File: config.mk
export PLATFORM = sky130hd
export DESIGN_NAME = alu_rr_arbiter
export DESIGN_NICKNAME = d
export VERILOG_FILES = /design/src/rtl/alu_rr_arbiter.sv
export SDC_FILE = /design/constraint.sdc
export NUM_CORES = 1
export LEC_CHECK = 0
export ABC_AREA = 1
export CORE_AREA = 2 2 109 111
export CTS_CLUSTER_DIAMETER = 40
export DETAILED_ROUTE_END_ITERATION = 6
export DIE_AREA = 0 0 111 113
export GPL_ROUTABILITY_DRIVEN = 0
export GPL_TIMING_DRIVEN = 0
export MAX_ROUTING_LAYER = met4
export PLACE_DENSITY = 0.77
export REMOVE_ABC_BUFFERS = 1
export SKIP_CTS_REPAIR_TIMING = 1
export SYNTH_ARGS = -nofsm -noshare
export SYNTH_HDL_FRONTEND = slang
export SYNTH_SLANG_ARGS = --single-unit
File: constraint.sdc
create_clock -name clk -period 1.1 [get_ports clk]
set_input_delay 0.22 -clock clk [delete_from_list [all_inputs] [get_ports clk]]
set_output_delay 0.22 -clock clk [all_outputs]
set_load 0.03 [all_outputs]
File: src/rtl/alu_rr_arbiter.sv
`default_nettype none
// ============================================================================
// Module      : alu_rr_arbiter
// Description : Round-robin arbiter sharing one combinational 32-bit ALU
//               between NREQ requesters. The granted requester's control code
//               and operands drive the ALU; result and overflow are captured
//               in a one-entry response register with a valid/ready channel.
// Ports       : clk, resetn (async, active-low)
//               req_valid/req_ready/req_ctrl/req_src1/req_src2 : request side
//               req_lock      : hold-grant request (ALU_ARB_LOCK_EN only)
//               alu_ctrl/alu_src1/alu_src2 -> ALU, alu_result/alu_overflow <- ALU
//               rsp_valid/rsp_ready/rsp_id/rsp_result/rsp_overflow : response
// Config      : define ALU_ARB_LOCK_EN to add req_lock and grant locking.
// Revision    : 1.0 - initial release
// ============================================================================
module alu_rr_arbiter #(
    parameter int NREQ = 2,
    parameter int ID_W = 1
) (
    input  logic                 clk,
    input  logic                 resetn,
    input  logic [NREQ-1:0]      req_valid,
    output logic [NREQ-1:0]      req_ready,
    input  logic [5*NREQ-1:0]    req_ctrl,
    input  logic [32*NREQ-1:0]   req_src1,
    input  logic [32*NREQ-1:0]   req_src2,
`ifdef ALU_ARB_LOCK_EN
    input  logic [NREQ-1:0]      req_lock,
`endif
    output logic [4:0]           alu_ctrl,
    output logic [31:0]          alu_src1,
    output logic [31:0]          alu_src2,
    input  logic [31:0]          alu_result,
    input  logic                 alu_overflow,
    output logic                 rsp_valid,
    input  logic                 rsp_ready,
    output logic [ID_W-1:0]      rsp_id,
    output logic [31:0]          rsp_result,
    output logic                 rsp_overflow
);

    logic [ID_W-1:0] rr_ptr;
    logic [NREQ-1:0] grant;
    logic [ID_W-1:0] grant_id;
    logic            grant_any;
    logic            lock_hit;
    logic            issue_en;
    logic            issue;
`ifdef ALU_ARB_LOCK_EN
    // rsp_id only names a real "last granted" requester once something issued.
    logic            last_ok;
`endif

    // The register can accept a new result when empty or draining this cycle.
    assign issue_en = ~rsp_valid | rsp_ready;
    assign issue    = issue_en & grant_any;

    // Cyclic priority scan starting at rr_ptr.
    always_comb begin
        int idx;
        idx       = 0;
        grant_id  = '0;
        grant_any = 1'b0;
        lock_hit  = 1'b0;
        grant     = '0;
        for (int k = 0; k < NREQ; k++) begin
            idx = int'(rr_ptr) + k;
            if (idx >= NREQ) idx = idx - NREQ;
            if (!grant_any && req_valid[idx]) begin
                grant_any = 1'b1;
                grant_id  = idx[ID_W-1:0];
            end
        end
`ifdef ALU_ARB_LOCK_EN
        // A locked, still-valid last winner overrides the round-robin choice.
        for (int i = 0; i < NREQ; i++) begin
            if (last_ok && (int'(rsp_id) == i) && req_lock[i] && req_valid[i]) begin
                grant_any = 1'b1;
                grant_id  = rsp_id;
                lock_hit  = 1'b1;
            end
        end
`endif
        for (int i = 0; i < NREQ; i++) begin
            grant[i] = grant_any && (int'(grant_id) == i);
        end
    end

    assign req_ready = {NREQ{issue_en}} & grant;

    // Operand mux; idle cycles present 0+0 so the ALU stays quiet.
    always_comb begin
        alu_ctrl = '0;
        alu_src1 = '0;
        alu_src2 = '0;
        for (int i = 0; i < NREQ; i++) begin
            if (grant[i]) begin
                alu_ctrl = req_ctrl[5*i +: 5];
                alu_src1 = req_src1[32*i +: 32];
                alu_src2 = req_src2[32*i +: 32];
            end
        end
    end

    always_ff @(posedge clk or negedge resetn) begin
        if (!resetn) begin
            rsp_valid    <= 1'b0;
            rsp_result   <= '0;
            rsp_overflow <= 1'b0;
            rsp_id       <= '0;
            rr_ptr       <= '0;
`ifdef ALU_ARB_LOCK_EN
            last_ok      <= 1'b0;
`endif
        end else if (issue) begin
            rsp_valid    <= 1'b1;
            rsp_result   <= alu_result;
            rsp_overflow <= alu_overflow;
            rsp_id       <= grant_id;
`ifdef ALU_ARB_LOCK_EN
            last_ok      <= 1'b1;
`endif
            // A locked re-grant keeps the pointer where it was.
            if (!lock_hit) begin
                rr_ptr <= (int'(grant_id) == NREQ-1) ? '0 : grant_id + 1'b1;
            end
        end else if (rsp_ready) begin
            rsp_valid <= 1'b0;
        end
    end

endmodule
`default_nettype wire

==> impl_metrics.toml <==
[floorplanning]
die_h_um = 113
die_w_um = 111
fp-row-count = 39
io_pins = 282
core_area_um2 = 11300
initial_core_util = 0.220
die-area_um2 = 12500

[synth]
synth-compound-area-share = 0.00655
ys_top_cells_by_area = "dfrtp_1 36%, nand2_1 32%, nand3_1 21%"
synthArstFlopShare = 1.00
yosys_warnings = 0
syn_area_um2 = 2480
synth_edf_count = 0
yosysTopAreaCell = "dfrtp_1"
syn_area_per_cell_um2 = 6.36
synthDistinctLibCells = 13
synth_top_family_by_area = "simple AND/OR/NAND/NOR gates"
synth_commonest_cells = "209 x nand2_1, 103 x nand3_1, 36 x dfrtp_1"
synth_ff_type = "dfrtp_1"
synth_top_cell_area_share = 0.363
synth-adder-area-share = 0
yosys.cell_count.top_type = "nand2_1"
synth_xor_area_frac = 0
ys_seq_area_frac = 0.363
synthSimpleGateAreaFrac = 0.540
synthMuxAreaShare = 0
synth-seq-cells = 36
synth_cells = 391

[grt]
top_usage_layer = "met2"
grtUsageMet1 = 0.213
grt_pass1_vias = 3539
met3_usage = 0.0541
grt_overflow = 0
met2_usage = 0.332
grt_max_degree = 71
antenna_found_initial = 1
track_usage = 0.192
grt_pass1_wl_mm = 18.8

[setup_path]
rr_worst_depth = 7
crit_arrival_ns = 1.53
worstPathMaxFanout = 9
critPathKind = "reg2out"
critPathSlowestCell = "dfrtp_2"
cp-start-kind = "flip-flop"
end_kind = "primary output"
worst_ep_required_time_ns = 0.88
path_cells = "clkinvlp_4 > buf_12 > nand2_8 > nand3_1 > nand2_2 > buf_6"
critPathMaxStageDelay_ns = 0.43

[detailed_routing]
dr.pass1.iters = 5
drtIter0Drc = 255
drc_errors = 0
routed_via_density = 4.77
post_drt_wl_per_cell_um = 18.6
vias = 3977
drt_wl_total_mm = 15.5
ant_nets = 0

[sta]
finalHoldViolations = 0
rsz0062_at_grt = "true"
clock_skew_ns = 0.00541
worstMarginPinSlew_ns = 0.845
period_minus_slack_ns = 1.75
holdWs_ns = 0.0443
slew_viol_final = 0
clock.fmax_mhz = 572
tns_ns = -45.95
fin_ws_ns = -0.648
slew_headroom = 0.437
finalCritPeriodShare = 1.59
final-setup-viol-count = 107

[placed_design]
numPortBuffers = 281
hpwl_mm = 9.72
post_dp_cell_area_um2 = 5300
pre_cts_slack_ns = -1.87

[clocking]
root_buffer = "clkbuf_16"
insertion_delay_ns = 0.28
clock_path_buffers = 2
htree_levels = 2
cts.sinks = 36
cts_buffers = 5
cts_tree = "built"
clk_pin_slew_ns = 0.06

[finish]
syn_to_final_growth_pct = 146
nNetsFinal = 864
fillers = 1034
multi_input_area_um2 = 1890
fin_area_um2 = 6110
seqCellArea_um2 = 903
drive_gt1_frac = 0.337

[power]
p_leak_nw = 2.98
vdd_drop_max_mv = 0.973
power.density_nw_per_um2 = 1160
power.total_w = 0.00711

[min_path]
hp-class = "in2async"

[flow_run]
drv_cap = 0

[run_status]
outcome = "finished, violations left"
violations = "setup timing"
[placed cells by master (no fill, tap or decap)]
cell / synthesis / routed
nand2_4: 2 / 3
buf_12: 0 / 9
a21oi_4: 1 / 2
diode_2: 0 / 1
clkbuf_4: 0 / 8
buf_6: 8 / 40
clkdlybuf4s50_1: 0 / 171
dfrtp_2: 0 / 2
inv_1: 4 / 1
dfrtp_1: 36 / 34
clkbuf_16: 0 / 7
clkinv_4: 0 / 1
buf_4: 3 / 50
clkbuf_2: 0 / 7
nand3_1: 103 / 98
clkinvlp_4: 0 / 1
nand3_2: 0 / 5
inv_4: 0 / 1
dlymetal6s2s_1: 0 / 1
buf_2: 13 / 16
nand2_1: 209 / 152
nand2_2: 3 / 57
inv_2: 2 / 3
nand2_8: 0 / 18
clkinv_2: 0 / 2
[metrics by stage]
step	instances	utilization
after floorplan	360	-
after CTS	794	0.483
after global placement	784	0.468
after global routing	833	0.542
final	833	0.542
after detailed placement	786	0.470
[state kept, by name, summed over array words and instances (netlist names)]
signal	cells
rr_ptr	1
rsp_id	1
rsp_overflow	1
rsp_result	32
rsp_valid	1
[layer usage]
layer / vias to the layer above / routed length [um] / part of all wire
met5: - / 0 / 0
met2: 231 / 7720 / 0.50
met1: 1840 / 6090 / 0.39
met4: 0 / 425 / 0.027
met3: 32 / 1270 / 0.082
li1: 1874 / - / -
[area by class of cell]
class                   count  share of cell area
repair buffers            304               0.484
multi-input cells         335               0.310
flip-flops and latches     36               0.148
well taps                 143              0.0293
clock buffers               5              0.0205
inverters                   6             0.00471
clock inverters             3             0.00307
diodes                      1            0.000410
[cell families (layout without fill, tap and decap cells)]
| family | Yosys count | after routing |
|---|---|---|
| other cells | 0 | 1 |
| simple gates | 317 | 333 |
| flops | 36 | 36 |
| compound gates | 1 | 2 |
| buf+inv | 37 | 318 |
[final timing paths]
check / from / slack [ns] / end
max in group asynchronous: resetn / 0.47 / rr_ptr
hold reg to reg: rsp_result[13] / 0.48 / rsp_result[13]
setup reg to reg: rsp_valid / -0.13 / rsp_result[21]
setup / recovery: rr_ptr / -0.65 / alu_src2[16]
min in group clk: req_valid[1] / 0.36 / rsp_id
hold / removal: resetn / 0.04 / rsp_overflow
[worst max-delay path: cells and delay by family, from the launching register on]
family,cells,cell delay [ns]
buf+inv,3,0.46
flops,1,0.43
simple gates,3,0.35
[power breakdown]
group,total (W),switching [W],internal [W],leakage (nW)
combinational,0.00407,0.00233,0.00174,2.47
sequential,0.00166,0.000145,0.00152,0.435
clock,0.00138,0.000543,0.000834,0.0736
(Power assumes the default switching activity.)
